--- config.mk ---
export PLATFORM = sky130hd
export DESIGN_NAME = vedic_mult_pipe
export DESIGN_NICKNAME = d
export VERILOG_FILES = /design/src/rtl/vedic_pkg.sv /design/src/rtl/vedic_core.sv /design/src/rtl/vedic_mult_pipe.sv
export SDC_FILE = /design/constraint.sdc
export NUM_CORES = 1
export LEC_CHECK = 0
export ABC_CLOCK_PERIOD_IN_PS = 13500
export CORE_ASPECT_RATIO = 0.75
export CORE_MARGIN = 10
export CORE_UTILIZATION = 55
export DETAILED_ROUTE_END_ITERATION = 8
export PLACE_DENSITY_LB_ADDON = 0.08
export SLEW_MARGIN = 20
export SYNTH_ARGS = -nofsm -noshare
export SYNTH_HDL_FRONTEND = slang
export SYNTH_SLANG_ARGS = --single-unit
--- constraint.sdc ---
create_clock -name clk -period 13.5 [get_ports clk]
set_input_delay 2.7 -clock clk [delete_from_list [all_inputs] [get_ports clk]]
set_output_delay 2.7 -clock clk [all_outputs]
set_load 0.005 [all_outputs]
--- src/rtl/vedic_pkg.sv ---
// Shared sizing helpers and operand magnitude function for the pipelined Vedic multiplier.
package vedic_pkg;

    localparam int unsigned MaxW = 64;

    function automatic int unsigned half_w(input int unsigned w);
        return w / 2;
    endfunction

    function automatic int unsigned prod_w(input int unsigned w);
        return 2 * w;
    endfunction

    function automatic bit width_ok(input int unsigned w);
        return (w >= 4) && (w <= MaxW) && ((w & (w - 1)) == 0);
    endfunction

    // Operates on a zero-extended value; only the low 'width' bits are meaningful.
    function automatic logic [MaxW-1:0] abs_mag(input logic [MaxW-1:0] value,
                                                input logic            signed_mode,
                                                input int unsigned     width);
        logic [MaxW-1:0] mask;
        mask = {MaxW{1'b1}} >> (MaxW - width);
        if (signed_mode && value[width-1]) begin
            return (~value + MaxW'(1)) & mask;
        end
        return value & mask;
    endfunction

endpackage

--- src/rtl/vedic_core.sv ---
// Combinational recursive N x N unsigned Urdhva-Tiryagbhyam multiplier.
module vedic_core #(
    parameter int unsigned N = 2
) (
    input  logic [N-1:0]   a,
    input  logic [N-1:0]   b,
    output logic [2*N-1:0] p
);

    if (N == 2) begin : g_base
        logic pp00, pp10, pp01, pp11, c1;
        assign pp00 = a[0] & b[0];
        assign pp10 = a[1] & b[0];
        assign pp01 = a[0] & b[1];
        assign pp11 = a[1] & b[1];
        assign c1   = pp10 & pp01;
        assign p    = {pp11 & c1, pp11 ^ c1, pp10 ^ pp01, pp00};
    end else begin : g_rec
        localparam int unsigned H = N / 2;
        logic [N-1:0] ll, hl, lh, hh;
        logic [N:0]   mid;

        vedic_core #(.N(H)) u_ll (.a(a[H-1:0]), .b(b[H-1:0]), .p(ll));
        vedic_core #(.N(H)) u_hl (.a(a[N-1:H]), .b(b[H-1:0]), .p(hl));
        vedic_core #(.N(H)) u_lh (.a(a[H-1:0]), .b(b[N-1:H]), .p(lh));
        vedic_core #(.N(H)) u_hh (.a(a[N-1:H]), .b(b[N-1:H]), .p(hh));

        // ll and hh occupy disjoint bit ranges, so they concatenate instead of adding.
        assign mid = {1'b0, hl} + {1'b0, lh};
        assign p   = {hh, ll} + ({{(N - 1){1'b0}}, mid} << H);
    end

endmodule

--- src/rtl/vedic_mult_pipe.sv ---
// Three-stage Vedic multiplier with valid/ready handshake, per-op signed mode and tag.
module vedic_mult_pipe
    import vedic_pkg::*;
#(
    parameter int unsigned WIDTH = 16,
    parameter int unsigned TAG_W = 4
) (
    input  logic                 clk,
    input  logic                 rst,
    input  logic                 in_valid,
    output logic                 in_ready,
    input  logic [WIDTH-1:0]     in_a,
    input  logic [WIDTH-1:0]     in_b,
    input  logic                 in_signed,
    input  logic [TAG_W-1:0]     in_tag,
    output logic                 out_valid,
    input  logic                 out_ready,
    output logic [2*WIDTH-1:0]   out_p,
    output logic [TAG_W-1:0]     out_tag
);

    localparam int unsigned HalfW = half_w(WIDTH);
    localparam int unsigned ProdW = prod_w(WIDTH);

    if (!width_ok(WIDTH)) begin : g_bad_width
        $error("vedic_mult_pipe: WIDTH must be a power of two >= 4");
    end

    logic adv;
    assign adv       = !out_valid || out_ready;
    assign in_ready  = adv;

    // S1: operand magnitudes and result sign
    logic [MaxW-1:0]  a_ext, b_ext, mag_a_ext, mag_b_ext;
    logic             unused_mag_hi;
    logic [WIDTH-1:0] mag_a_q, mag_b_q;
    logic             sign1_q, v1_q;
    logic [TAG_W-1:0] tag1_q;

    assign a_ext         = MaxW'(in_a);
    assign b_ext         = MaxW'(in_b);
    assign mag_a_ext     = abs_mag(a_ext, in_signed, WIDTH);
    assign mag_b_ext     = abs_mag(b_ext, in_signed, WIDTH);
    assign unused_mag_hi = ^{mag_a_ext >> WIDTH, mag_b_ext >> WIDTH};

    always_ff @(posedge clk) begin
        if (adv) begin
            mag_a_q <= mag_a_ext[WIDTH-1:0];
            mag_b_q <= mag_b_ext[WIDTH-1:0];
            sign1_q <= in_signed & (in_a[WIDTH-1] ^ in_b[WIDTH-1]);
            tag1_q  <= in_tag;
        end
    end

    // S2: quadrant partial products
    logic [WIDTH-1:0] ll, hl, lh, hh;
    logic [WIDTH-1:0] ll_q, hl_q, lh_q, hh_q;
    logic             sign2_q, v2_q;
    logic [TAG_W-1:0] tag2_q;

    vedic_core #(.N(HalfW)) u_ll (
        .a(mag_a_q[HalfW-1:0]), .b(mag_b_q[HalfW-1:0]), .p(ll));
    vedic_core #(.N(HalfW)) u_hl (
        .a(mag_a_q[WIDTH-1:HalfW]), .b(mag_b_q[HalfW-1:0]), .p(hl));
    vedic_core #(.N(HalfW)) u_lh (
        .a(mag_a_q[HalfW-1:0]), .b(mag_b_q[WIDTH-1:HalfW]), .p(lh));
    vedic_core #(.N(HalfW)) u_hh (
        .a(mag_a_q[WIDTH-1:HalfW]), .b(mag_b_q[WIDTH-1:HalfW]), .p(hh));

    always_ff @(posedge clk) begin
        if (adv) begin
            ll_q    <= ll;
            hl_q    <= hl;
            lh_q    <= lh;
            hh_q    <= hh;
            sign2_q <= sign1_q;
            tag2_q  <= tag1_q;
        end
    end

    // S3: recombine and apply sign
    logic [WIDTH:0]   mid;
    logic [ProdW-1:0] p_mag, p_fin, out_p_q;
    logic [TAG_W-1:0] out_tag_q;
    logic             v3_q;

    assign mid   = {1'b0, hl_q} + {1'b0, lh_q};
    assign p_mag = {hh_q, ll_q} + ({{(WIDTH - 1){1'b0}}, mid} << HalfW);
    assign p_fin = sign2_q ? (~p_mag + ProdW'(1)) : p_mag;

    always_ff @(posedge clk) begin
        if (rst) begin
            v1_q      <= 1'b0;
            v2_q      <= 1'b0;
            v3_q      <= 1'b0;
            out_p_q   <= '0;
            out_tag_q <= '0;
        end else if (adv) begin
            v1_q <= in_valid;
            v2_q <= v1_q;
            v3_q <= v2_q;
            // Output data only changes when a real product arrives.
            if (v2_q) begin
                out_p_q   <= p_fin;
                out_tag_q <= tag2_q;
            end
        end
    end

    assign out_valid = v3_q;
    assign out_p     = out_p_q;
    assign out_tag   = out_tag_q;

endmodule

==> results of run 1 <==
layout by cell type, fill, tap and decap left out, drive strengths merged, types with 16 or more instances in the layout:
| cell type | n |
|---|---|
| ha | 377 |
| and2 | 264 |
| inv | 181 |
| xnor2 | 167 |
| a21oi | 140 |
| edfxtp | 106 |
| nand2 | 92 |
| nor2 | 90 |
| a21o | 87 |
| clkdlybuf4s50 | 78 |
| o21ai | 70 |
| xor2 | 62 |
| fa | 42 |
| dfxtp | 39 |
| o21bai | 33 |
| a211oi | 25 |
| nand2b | 22 |
| nor2b | 20 |
| clkbuf | 19 |
| nor3 | 18 |
| nand3 | 16 |
final cells by class:
| class | count | area, µm² | share of cell area (%) |
|---|---|---|---|
| Tap cell | 442 | 553 | 2.76 |
| Clock buffer | 19 | 464 | 2.31 |
| Inverter | 173 | 649 | 3.24 |
| Sequential cell | 145 | 3960 | 19.7 |
| Timing Repair Buffer | 88 | 856 | 4.26 |
| Clock inverter | 13 | 165 | 0.823 |
| Multi-Input combinational cell | 1646 | 13400 | 66.9 |
worst paths after layout:
path,start,end,cells after the start,slack (ns)
min reg2reg,tag1_q[0],tag2_q[0],0,0.42
max reg2reg,lh_q[0],out_p[29],22,7.91
min,tag1_q[0],tag2_q[0],0,0.42
max,out_ready,in_ready,3,6.39
power groups by stage:
stage	registers, µW	clock network (µW)	logic (µW)
2_1_floorplan	773	0	3170
3_3_place_gp	836	0	3830
3_5_place_dp	836	0	3920
4_1_cts	828	511	3950
5_1_grt	844	531	4470
6_report	827	501	3950
critical path: stages:
cell and delay [ns]:
clkdlybuf4s50_1 0.45, nand2b_4 0.56, clkdlybuf4s50_1 0.64
through the flow:
step / instances / total power, µW
2_1_floorplan: 2022 / 3950
3_3_place_gp: 2494 / 4670
3_5_place_dp: 2494 / 4750
4_1_cts: 2526 / 5290
5_1_grt: 2526 / 5850
6_report: 2526 / 5280
Yosys cell counts, types with 54 or more instances:
cell,n
xor2_1,62
a21oi_1,139
nor2_1,90
o21ai_0,70
edfxtp_1,106
a21o_1,87
clkbuf_1,54
ha_1,377
xnor2_1,167
and2_1,264
nand2_1,92
inv_1,173
sequential cells by signal, indices dropped and copies added (netlist names):
signal / cells
tag2_q: 4
mag_b_q: 16
lh_q: 16
out_tag: 4
tag1_q: 4
v1_q: 1
mag_a_q: 16
hh_q: 16
out_valid: 1
hl_q: 16
ll_q: 16
sign2_q: 1
sign1_q: 1
v2_q: 1
out_p: 32
logic make-up after synthesis:
family,after synthesis,synth area share (%)
AOI/OAI and AO/OA,418,14.5
xor gates and xnor gates,229,11.0
DFF,145,21.7
adders and majority gates,419,30.5
muxes,7,0.384
and+or+nand+nor,573,17.1
buffers and inverters,231,4.75
per-layer routing:
layer / track usage, % / up-vias / part of all wire [%]
met5: 0 / - / 0
met4: 5.61 / 0 / 1.6
met3: 3.53 / 33 / 4.4
met2: 31.5 / 240 / 43
met1: 27.7 / 6327 / 51
li1: - / 7107 / -
==> flow_metrics.tcl, run 1 <==
set metrics [dict create \
    run_status "completed" \
    finalCoreUtilization_pct 61.7 \
    critPathKind "input port to primary output" \
    synth_seq_area_share_pct 21.7 \
    dpl_worst_slack_ns 6.36 \
    start_util_pct 56.1 \
    ir_drop_mv 0.172 \
    routedWlPerCell_um 15.8 \
    placeableCoreArea_um2 32500 \
    ys_warn_count 0 \
    floorplan.die.width_um 230 \
    proportion_of_register_bits_with_asynchronous_set_or_reset_after_synthesis_pct 0 \
    maxSlewHeadroom_pct 38.0 \
    cts.path.max_buffers 2 \
    netlist-cell-type-count 55 \
    detail_route.iter0.violations 773 \
    cap_violations 0 \
    timing.final.hold_violations 0 \
    power.sequential.fraction_pct 15.7 \
    synth_enable_flop_cells 106 \
    cp_data_arrival_time_ns 4.41 \
    post_synthesis_instance_total 2022 \
    yosys.area.top_type_share_pct 25.9 \
    clockPowerShare_pct 9.5 \
    final_min_period_over_clock_period_pct 52.6 \
    cts_inserted_buffers 17 \
    numPortBuffers 78 \
    detailedRoute.firstPassIterationCount 5 \
    top_level_ports 79 \
    yosys-top-cells-area "ha_1, edfxtp_1, and2_1" \
    fmax_mhz 141 \
    ys_ff_latch 145 \
    final.setup_skew_ns 0.0115 \
    total_gr_overflow 0 \
    cts-hold-fix-buffers 0 \
    cellPowerDensity_nw_per_um2 263 \
    cts_repair_resize_count 0 \
    grt_first_pass_wirelength_um 67500 \
    cp_data_required_time_ns 10.80 \
    grt_max_degree 66 \
    intPower_uw 2730 \
    antenna_cells 0 \
    track_usage_pct 20.0 \
    route.detailed.vias_per_inst 5.43 \
    class_of_the_tightest_hold_or_removal_check "register to register" \
    hold_slack_ns 0.420 \
    routed_wl_um 39800 \
    syn-mean-instance-area_um2 9.02 \
    share_comb_of_total_power_pct 74.8 \
    drc_errors 0 \
    postCtsSetupBuffers 0 \
    power.switching_fraction_pct 48.2 \
    final_net_count 2531 \
    unrepaired_setup_endpoints_after_global_routing "false" \
    floorplan.die_area_um2 40900 \
    setup-violations-final 0 \
    vias_in_the_first_global_route 13700 \
    clock_tree_from_tritoncts "done" \
    worst_slew_pin_slew_ns 0.930 \
    synth_ff_type "edfxtp_1" \
    rows 57 \
    netlist_area_um2 18200 \
    accumulated_negative_setup_slack_ns 0 \
    hpwl_um 31400 \
    final_antenna_net_count 0 \
    clock_sinks 145 \
    place_area_um2 19400 \
    clockRootBuffer "clkbuf_16" \
    final_design_area_no_fill_um2 20100 \
    grt_antenna_before_repair 0 \
    routabilityCongestion 0.845 \
    final_period_minus_worst_setup_slack_ns 7.11 \
    drive_above_1_share_pct 2.54 \
    end_kind "primary output" \
    power_leakage_uw 0.00994 \
    worstSkewPairLatency_ns 0.44 \
    synth_fp_nets 2482 \
    fill_cells 2838 \
    htree_num_levels 4 \
    post-synth-top-area-cell "ha_1" \
    dieHeight_um 178 \
    critical_path.startpoint_type "input port" \
    power_switching_uw 2550 \
    layout_setup_ws_ns 6.39 \
    cts.clk_slew.worst_paths_ns 0.07 \
    syn2layout_area_growth_pct 10.0 \
    crit_fanout 49 \
    max_slew_violation_count 0 \
    dr_total_vias 13700 \
]
Power figures use the tool's default switching activity.
==> run 2, diff against run 1 <==
--- a/config.mk
+++ b/config.mk
@@ -5,7 +5,7 @@
 export SDC_FILE = /design/constraint.sdc
 export NUM_CORES = 1
 export LEC_CHECK = 0
-export ABC_CLOCK_PERIOD_IN_PS = 13500
+export ABC_CLOCK_PERIOD_IN_PS = 6900
 export CORE_ASPECT_RATIO = 0.75
 export CORE_MARGIN = 10
 export CORE_UTILIZATION = 55
==> constraint.sdc (replaced) <==
create_clock -name clk -period 6.9 [get_ports clk]
set_input_delay 1.38 -clock clk [delete_from_list [all_inputs] [get_ports clk]]
set_output_delay 1.38 -clock clk [all_outputs]
set_load 0.005 [all_outputs]
==> run 2 against run 1 <==
  * Clock-buffer cell count fell by 1
  * Core utilization fell by 0.18 points
  * Critical path type is now register to register
  * Non-clock buffer count fell by 6
  * Register-to-register slack worse by 6.5 ns
  * Power is 94% higher
  * Via count shrank 1.3%
  * Cell area is 0.30% lower
  * Combinational power is 95% higher
  * Wire length is 0.85% lower
  * Sequential cell count stayed put
  * Highest routed layer unchanged
==> flow_metrics.tcl, run 2 (synthesis gave the netlist of run 1 again) <==
set metrics [dict create \
    postCtsSetupBuffers 0 \
    hold_slack_ns 0.419 \
    final_net_count 2525 \
    floorplan.die_area_um2 40900 \
    r2r_end "out_p[29]" \
    detail_route.iter0.violations 699 \
    track_usage_pct 19.7 \
    cp_data_required_time_ns 7.27 \
    htree_num_levels 4 \
    rows 57 \
    syn2layout_area_growth_pct 9.70 \
    top_level_ports 79 \
    placeableCoreArea_um2 32500 \
    clockRootBuffer "clkbuf_16" \
    routabilityCongestion 0.850 \
    max_slew_violation_count 0 \
    clock_tree_from_tritoncts "done" \
    most-common-layout-cells "ha_1, and2_1, inv_1, xnor2_1, a21oi_1" \
    final_standard_cell_count_with_taps_included_and_fillers_excluded 2520 \
    numPlacedInstances 2488 \
    clockPowerShare_pct 9.0 \
    maxSlewHeadroom_pct 36.8 \
    start_util_pct 56.1 \
    setup-violations-final 0 \
    intPower_uw 5270 \
    detailedRoute.firstPassIterationCount 7 \
    worstHoldPathCells 0 \
    grt_first_pass_wirelength_um 66400 \
    routedWlPerCell_um 15.7 \
    routed_wl_um 39500 \
    dr.max_layer_used "met4" \
    power.switching_fraction_pct 48.7 \
    final.setup_skew_ns 0.00926 \
    crit_fanout 8 \
    end_kind "register" \
    detailed_routed_wire_length_on_met2_um 17200 \
    min_delay_worst_endpoint "tag2_q[3]" \
    dr_wl_met3_um 1500 \
    run_status "completed" \
    detail_route.wirelength.met1_um 20600 \
    dpl_worst_slack_ns 1.47 \
    fill_cells 2899 \
    numPortBuffers 78 \
    class_of_the_tightest_hold_or_removal_check "register to register" \
    largest_register_ffs 32 \
    drc_errors 0 \
    cap_violations 0 \
    hpwl_um 31500 \
    dr_total_vias 13500 \
    cp_data_arrival_time_ns 5.82 \
    power.sequential.fraction_pct 16.0 \
    final_antenna_net_count 0 \
    cts.path.max_buffers 2 \
    timing.final.hold_violations 0 \
    drive_above_1_share_pct 2.26 \
    r2r-start "hl_q[0]" \
    cts-hold-fix-buffers 0 \
    critical_path.startpoint_type "register" \
    floorplan.die.width_um 230 \
    ir_drop_mv 0.345 \
    critPathKind "register to register" \
    final_min_period_over_clock_period_pct 79.0 \
    cts_repair_resize_count 0 \
    vias_in_the_first_global_route 13400 \
    layout_setup_ws_ns 1.45 \
    hold_start "tag1_q[3]" \
    worstSkewPairLatency_ns 0.44 \
    power_switching_uw 5000 \
    cts.clk_slew.worst_paths_ns 0.07 \
    leading_cell_type_in_the_layout_fill_and_taps_excluded "ha_1" \
    cellPowerDensity_nw_per_um2 513 \
    route.detailed.vias_per_inst 5.37 \
    clock_sinks 145 \
    r2r.worst_path.cells 22 \
    cts_inserted_buffers 17 \
    antenna_cells 0 \
    final_period_minus_worst_setup_slack_ns 5.45 \
    total_gr_overflow 0 \
    share_comb_of_total_power_pct 75.0 \
    accumulated_negative_setup_slack_ns 0 \
    power_leakage_uw 0.00989 \
    fmax_mhz 183 \
    unrepaired_setup_endpoints_after_global_routing "false" \
    grt_antenna_before_repair 1 \
    dieHeight_um 178 \
    worst_slew_pin_slew_ns 0.948 \
    ff2ff_setup_slack_ns 1.45 \
    grt_max_degree 76 \
]
## run 2: cell types whose count changed in the layout (fill, tap and decap cells not counted), sizes merged
cell and change:
clkinv +2, bufinv -2, buf -6, clkinvlp +1, clkbuf -1
## run 2: worst max-delay path by stage
stage                     slack, ns       from         to  cells past startpoint
after CTS                      1.45    hl_q[0]  out_p[29]                     22
final                          1.45    hl_q[0]  out_p[29]                     22
after floorplan                0.99  out_ready   in_ready                      2
after detailed placement       1.47    lh_q[0]  out_p[29]                     22
after global placement         1.70    hl_q[0]  out_p[29]                     22
after global routing           0.93    lh_q[0]  out_p[29]                     22
## run 2: per-stage QoR
step | total power [µW] | cell area (µm²) | util [%]
6_report | 10300 | 20000 | 61.5
2_1_floorplan | 7720 | 18200 | -
3_5_place_dp | 9310 | 19400 | 59.6
5_1_grt | 11400 | 20000 | 61.5
4_1_cts | 10300 | 20000 | 61.5
3_3_place_gp | 9150 | 19400 | 59.6
## run 2: layout make-up
type	count	area [µm²]	share of cell area [%]
clock inverter	14	164	0.819
multi-input combinational	1646	13400	67.1
sequential	145	3960	19.8
inverter	173	649	3.24
clock buffer	18	450	2.25
tap	442	553	2.76
timing repair buffer	82	811	4.05
## run 2: power groups by stage
stage               Clock (µW)  Combinational, µW  Sequential (µW)
floorplan                    0               6210             1510
global placement             0               7500             1660
detailed placement           0               7650             1660
CTS                        947               7710             1640
global route               986               8740             1670
finish                     926               7700             1640
## run 2: worst max-delay path, cell delays in order (launching register included)
cell and delay [ns]:
edfxtp_1 0.33, ha_1 0.17, inv_1 0.06, fa_1 0.39, nor2b_1 0.12, o21ai_0 0.11
a21boi_0 0.26, o21ai_0 0.14, a21boi_0 0.26, o21ai_0 0.14, a21oi_1 0.20, nor2_1 0.07
xnor2_1 0.12, ha_1 0.36, a21o_1 0.20, a2111oi_0 0.52, a2111oi_0 0.25, a211oi_1 0.54
nand2_1 0.11, or3_4 0.38, o21bai_1 0.18, a211o_1 0.30, a31oi_1 0.15
## run 2: metal layers
layer	track usage, %	vias up
met2	31.9	198
met5	0	-
met4	3.12	0
met3	3.17	12
li1	-	7104
met1	27.6	6215
